--- src/rtl/fetch_decode_if.sv ---
// Fetch/decode bus: ROM port, branch flag, register-file control and start/done handshake.
// master = fetch_decode stage, slave = surrounding top level or testbench.
interface fetch_decode_if #(
    parameter int PC_W = 10
);
    logic            start;
    logic [PC_W-1:0] inst_addr;
    logic [8:0]      inst_in;
    logic            branch_cond;
    logic [4:0]      ptr_w;
    logic [4:0]      ptr_a;
    logic [7:0]      ptr_b;
    logic            const_flag;
    logic            we;
    logic [2:0]      alu_op;
    logic            busy;
    logic            done;
    logic [15:0]     instr_count;

    modport master (
        input  start, inst_in, branch_cond,
        output inst_addr, ptr_w, ptr_a, ptr_b, const_flag, we, alu_op,
               busy, done, instr_count
    );

    modport slave (
        output start, inst_in, branch_cond,
        input  inst_addr, ptr_w, ptr_a, ptr_b, const_flag, we, alu_op,
               busy, done, instr_count
    );
endinterface

--- src/rtl/fetch_decode.sv ---
// Instruction fetch/decode stage: PC, IR, decode, relative branch and HALT handling.
// Optional retired-instruction counter enabled by defining INSTR_COUNT_EN.
//
//   state | meaning
//   IDLE  | after reset, waiting for start
//   RUN   | fetching one instruction per cycle, decoding the IR
//   DONE  | HALT retired, PC frozen, waiting for start
module fetch_decode #(
    parameter int PC_W = 10
) (
    input  logic          clk,
    input  logic          reset,
    fetch_decode_if.master bus
);

    typedef enum logic [1:0] {
        IDLE = 2'd0,
        RUN  = 2'd1,
        DONE = 2'd2
    } state_t;

    state_t          state_q, state_d;
    logic [PC_W-1:0] pc_q, pc_d;
    logic [PC_W-1:0] ir_pc_q, ir_pc_d;
    logic [8:0]      ir_q, ir_d;
    logic            ir_valid_q, ir_valid_d;
    logic            start_en_q;

    logic [2:0]      op, rd, rs;
    logic            dec_active, is_halt, is_bnz, taken, start_acc;
    logic [PC_W+5:0] off_ext;

    logic [4:0]      ptr_w, ptr_a;
    logic [7:0]      ptr_b;
    logic            const_flag, we;
    logic [2:0]      alu_op;

    assign op = ir_q[8:6];
    assign rd = ir_q[5:3];
    assign rs = ir_q[2:0];

    assign dec_active = ir_valid_q && (state_q == RUN);
    assign is_halt    = (op == 3'b111) && (ir_q[5:0] == 6'h3F);
    assign is_bnz     = (op == 3'b111) && !is_halt;
    assign taken      = dec_active && is_bnz && bus.branch_cond;
    assign off_ext    = {{PC_W{ir_q[5]}}, ir_q[5:0]};

    // start_en_q blocks a start seen on the very edge that releases reset
    assign start_acc  = (state_q != RUN) && bus.start && start_en_q;

    always_ff @(posedge clk or negedge reset) begin
        if (!reset) begin
            state_q    <= IDLE;
            pc_q       <= '0;
            ir_pc_q    <= '0;
            ir_q       <= '0;
            ir_valid_q <= 1'b0;
            start_en_q <= 1'b0;
        end else begin
            state_q    <= state_d;
            pc_q       <= pc_d;
            ir_pc_q    <= ir_pc_d;
            ir_q       <= ir_d;
            ir_valid_q <= ir_valid_d;
            start_en_q <= 1'b1;
        end
    end

    always_comb begin
        state_d    = state_q;
        pc_d       = pc_q;
        ir_pc_d    = ir_pc_q;
        ir_d       = ir_q;
        ir_valid_d = ir_valid_q;
        case (state_q)
            IDLE, DONE: begin
                if (start_acc) begin
                    state_d    = RUN;
                    pc_d       = '0;
                    ir_valid_d = 1'b0;
                end
            end
            RUN: begin
                if (dec_active && is_halt) begin
                    state_d    = DONE;
                    ir_valid_d = 1'b0;
                end else if (taken) begin
                    // branch target is relative to the branch's own address
                    pc_d       = ir_pc_q + off_ext[PC_W-1:0];
                    ir_valid_d = 1'b0;
                end else begin
                    ir_d       = bus.inst_in;
                    ir_pc_d    = pc_q;
                    pc_d       = pc_q + PC_W'(1);
                    ir_valid_d = 1'b1;
                end
            end
            default: state_d = IDLE;
        endcase
    end

    always_comb begin
        ptr_w      = '0;
        ptr_a      = '0;
        ptr_b      = '0;
        const_flag = 1'b0;
        we         = 1'b0;
        alu_op     = '0;
        if (dec_active) begin
            alu_op = op;
            case (op)
                3'b000, 3'b001, 3'b010, 3'b011, 3'b100: begin
                    ptr_w = {2'b00, rd};
                    ptr_a = {2'b00, rd};
                    ptr_b = {5'b00000, rs};
                    we    = 1'b1;
                end
                3'b101: begin
                    ptr_w = {2'b00, rd};
                    ptr_b = {5'b00000, rs};
                    we    = 1'b1;
                end
                3'b110: begin
                    ptr_w      = {2'b00, rd};
                    ptr_b      = {5'b00000, rs};
                    const_flag = 1'b1;
                    we         = 1'b1;
                end
                default: ;
            endcase
        end
    end

    assign bus.inst_addr  = pc_q;
    assign bus.ptr_w      = ptr_w;
    assign bus.ptr_a      = ptr_a;
    assign bus.ptr_b      = ptr_b;
    assign bus.const_flag = const_flag;
    assign bus.we         = we;
    assign bus.alu_op     = alu_op;
    assign bus.busy       = (state_q == RUN);
    assign bus.done       = (state_q == DONE);

`ifdef INSTR_COUNT_EN
    logic [15:0] cnt_q;

    always_ff @(posedge clk or negedge reset) begin
        if (!reset) begin
            cnt_q <= '0;
        end else if (start_acc) begin
            cnt_q <= '0;
        end else if (dec_active) begin
            cnt_q <= cnt_q + 16'd1;
        end
    end

    assign bus.instr_count = cnt_q;
`else
    assign bus.instr_count = '0;
`endif

endmodule

--- src/flat_wrapper.sv ---
// flat-port wrapper written by rule: the top's interface ports become plain ports
module fetch_decode_flat 
#(
    parameter int PC_W = 10
)
  (clk, reset, bus_start, bus_inst_in, bus_branch_cond, bus_inst_addr, bus_ptr_w, bus_ptr_a, bus_ptr_b, bus_const_flag, bus_we, bus_alu_op, bus_busy, bus_done, bus_instr_count);
  fetch_decode_if #(.PC_W(PC_W)) bus_i ();
  input  logic clk;
  input  logic reset;
  input wire logic [$bits(bus_i.start)-1:0] bus_start;
  input wire logic [$bits(bus_i.inst_in)-1:0] bus_inst_in;
  input wire logic [$bits(bus_i.branch_cond)-1:0] bus_branch_cond;
  output wire logic [$bits(bus_i.inst_addr)-1:0] bus_inst_addr;
  output wire logic [$bits(bus_i.ptr_w)-1:0] bus_ptr_w;
  output wire logic [$bits(bus_i.ptr_a)-1:0] bus_ptr_a;
  output wire logic [$bits(bus_i.ptr_b)-1:0] bus_ptr_b;
  output wire logic [$bits(bus_i.const_flag)-1:0] bus_const_flag;
  output wire logic [$bits(bus_i.we)-1:0] bus_we;
  output wire logic [$bits(bus_i.alu_op)-1:0] bus_alu_op;
  output wire logic [$bits(bus_i.busy)-1:0] bus_busy;
  output wire logic [$bits(bus_i.done)-1:0] bus_done;
  output wire logic [$bits(bus_i.instr_count)-1:0] bus_instr_count;
  assign bus_i.start = bus_start;
  assign bus_i.inst_in = bus_inst_in;
  assign bus_i.branch_cond = bus_branch_cond;
  assign bus_inst_addr = bus_i.inst_addr;
  assign bus_ptr_w = bus_i.ptr_w;
  assign bus_ptr_a = bus_i.ptr_a;
  assign bus_ptr_b = bus_i.ptr_b;
  assign bus_const_flag = bus_i.const_flag;
  assign bus_we = bus_i.we;
  assign bus_alu_op = bus_i.alu_op;
  assign bus_busy = bus_i.busy;
  assign bus_done = bus_i.done;
  assign bus_instr_count = bus_i.instr_count;
  fetch_decode #(.PC_W(PC_W)) u_core (.clk(clk), .reset(reset), .bus(bus_i));
endmodule
--- config.mk ---
export PLATFORM = sky130hd
export DESIGN_NAME = fetch_decode_flat
export DESIGN_NICKNAME = d
export VERILOG_FILES = /design/src/rtl/fetch_decode_if.sv /design/src/rtl/fetch_decode.sv /design/src/flat_wrapper.sv
export SDC_FILE = /design/constraint.sdc
export NUM_CORES = 1
export LEC_CHECK = 0
export ABC_CLOCK_PERIOD_IN_PS = 4300
export CORE_AREA = 2 2 95 51
export CTS_BUF_LIST = sky130_fd_sc_hd__clkbuf_4
export CTS_CLUSTER_DIAMETER = 30
export CTS_CLUSTER_SIZE = 28
export DETAILED_ROUTE_END_ITERATION = 6
export DIE_AREA = 0 0 97 53
export PLACE_DENSITY = 0.92
export SLEW_MARGIN = 20
export SYNTH_ARGS = -nofsm -noshare
export SYNTH_HDL_FRONTEND = slang
export SYNTH_SLANG_ARGS = --single-unit
--- constraint.sdc ---
create_clock -name clk -period 4.3 [get_ports clk]
set_input_delay 0.86 -clock clk [delete_from_list [all_inputs] [get_ports clk]]
set_output_delay 0.86 -clock clk [all_outputs]
set_load 0.1 [all_outputs]
==> metrics <==
Synth Area in XOR/XNOR=3.16%; crit path time final=3.56 ns; Synth Area in Compound Gates=16.3%; critical path arrival=2.70 ns; Yosys warnings=0; CP top delay family=buffers and inverters; CTS sink cnt=33; WL final=5370 um; largest net degree at the start of global routing=34; CP required=3.44 ns; Mapped Cells=255; Post-synth ARST share=100%; register bit total from synthesis=33; Synth cell types=50; clock latency on the worst-skew pair=0.35 ns; chip height=53 um; Synth Flop Type=dfrtp_1; cell row count=17; Largest stage delay, worst path=1.14 ns; outcome=complete, no violations; Buf+Inv Stages, Crit Path=2; Worst-Margin Slew=0.993 ns; setup violators final=0; Port Buffer Count=38; Via density=5.34; FMAX=0.281 GHz; setup TNS=0 ns; Worst path slowest cell=clkdlybuf4s50_1; Finished Layout Cells=354; Final Hold Vio Count=0; RSZ-0062 raised after global routing=false; first-pass GRT wire length=8690 um; post-synthesis simple-gate area fraction=24.3%; crit share post-route=82.8%; share of cells above drive strength 1=9.09%; CTS tree=built; DP Wirelength=4030 um; gpl congestion=0.959; hold_buf cts=0; crit path capture type=output port; top cells by area, synth=dfrtp_1 (37%), nand2_1 (11%), buf_4 (8.5%), ha_1 (5.6%), o21ai_0 (3.2%); CTS max path bufs=2; Inst Count DP=346; WS Path Type=reg -> out; area growth from synthesis to layout=16.8%; die area=5140 um^2; maxcap violations=0; gr usage total=22.3%; antenna cell count=0; Adder-Cell Fraction of Synth Area=6.54%; Hold Crit Class=reg -> reg; drt initial violations=123; final worst slack=0.739 ns; CTS clk-pin slew, worst paths=0.11 ns; FF-to-FF setup slack=2.03 ns; Yosys top cell area share=37.2%; Avg Synthesized Cell Area=8.70 um^2; nets@finish=320; Post-synth EDFFs=0; clk root buf=clkbuf_4; initial core utilization=51.9%; largest family of logic cells by synthesized area=simple AND/OR/NAND/NOR gates; # IOs=64; dpl cell area=2540 um^2; antenna viol nets, final=0; fill cell count=371; fin. max-slew vios=0; Clock Skews=0.0116 ns; leading area contributor after synthesis=dfrtp_1; mux contribution to synthesized area=0.451%; htree depth=2; Worst Path Max Fanout=8; via count=1892; initial antenna violation count=0; CP startpoint kind=flop; synthesized area=2220 um^2; drt first pass iters=4; number of buffers created by CTS=5; vias in the first global route=1682; die span in x=97 um; Avg WL per Cell=15.2 um; sequential-to-total area share from yosys stat=37.2%; Placement Setup Slack=1.15 ns; Max-slew headroom=33.6%; # resized after CTS=0; DRC errors left=0; grt total ovfl=0; setup bufs post-CTS=0; Placeable Area=4280 um^2; crit-path cells=nand2b_1 -> inv_2 -> and3_1 -> and2_1 -> clkdlybuf4s50_1; post-route cell area=2590 um^2
-- layer usage --
layer	global-route usage (%)	up-vias	wire length, um
li1	-	906	-
met1	33.2	910	2670
met2	31.9	70	2240
met3	6.08	6	418
met4	5.40	0	40
met5	0	-	0
-- flip-flops by register name, indices dropped and copies added (netlist names) --
name,cells
u_core.bus.inst_addr,10
u_core.ir_pc_q,10
u_core.ir_q,9
u_core.state_q,2
u_core.ir_valid_q,1
u_core.start_en_q,1
-- worst reg2reg max path, delay by kind of cell (launching register included) --
family | cells | cell delay (ns)
compound gates | 4 | 1.14
simple gates | 1 | 0.13
buf+inv | 1 | 0.31
flops | 1 | 0.59
-- cells in the mapped netlist, types with 3 or more instances --
library cell,instances
a211oi_1,4
a21o_1,3
a21oi_1,6
a31oi_1,3
and2_1,10
and3_1,8
buf_2,3
buf_4,25
dfrtp_1,33
ha_1,10
inv_1,6
nand2_1,66
nand2b_1,3
nor2b_1,3
nor3_1,6
o21ai_0,14
xnor2_1,6
-- cells in the final DEF, fill, tap and decap left out, types with 3 or more instances in the layout --
master and count:
a211oi_1 4, a21o_1 3, a21oi_1 6, and2_1 10, and3_1 8, buf_4 10, clkbuf_4 5, clkdlybuf4s50_1 31
conb_1 26, dfrtp_1 33, ha_1 10, inv_1 6, nand2_1 66, nand2b_1 3, nor2b_1 3, nor3_1 6
o21ai_0 14, xnor2_1 6
-- per-stage QoR --
stage	hold WS [ns]	util, %
after global placement	0.465	59.5
final	0.490	60.6
after global routing	0.523	60.6
after detailed placement	0.469	59.5
after CTS	0.493	60.6
after floorplan	0.449	-
-- final timing paths --
kind                       depth (start not counted)                     startpoint                                  end
max                                                5  u_core.state_q[1]$_DFFE_PN0P_                         bus_ptr_a[2]
min                                                2  u_core.ir_pc_q[8]$_DFFE_PN0P_        u_core.ir_pc_q[8]$_DFFE_PN0P_
max reg2reg                                        6     u_core.ir_q[5]$_DFFE_PN0P_  u_core.bus.inst_addr[2]$_DFFE_PN0P_
min reg2reg                                        2  u_core.ir_pc_q[8]$_DFFE_PN0P_        u_core.ir_pc_q[8]$_DFFE_PN0P_
max in group asynchronous                          2                          reset  u_core.bus.inst_addr[9]$_DFFE_PN0P_
min in group asynchronous                          2                          reset        u_core.ir_pc_q[4]$_DFFE_PN0P_
-- layout make-up --
class / instances / area (um^2) / area share, %
tap: 57 / 71.3 / 2.75
clock buffer: 5 / 37.5 / 1.45
timing repair buffer: 41 / 385 / 14.9
clock inverter: 3 / 12.5 / 0.483
inverter: 8 / 30.0 / 1.16
multi-input combinational: 207 / 1230 / 47.4
sequential: 33 / 826 / 31.9
-- kinds of logic (layout without fill, tap and decap cells) --
group / after synthesis / in the layout
simple gates: 111 / 111
mux: 1 / 1
flops: 33 / 33
compound gates: 50 / 50
xor+xnor: 8 / 8
other cells: 2 / 26
fa+ha+maj: 11 / 11
buf+inv: 39 / 57
Power is left out: the tool's default activity adds up to more than one toggle a clock period on the data nets, which glitch-free logic cannot reach.
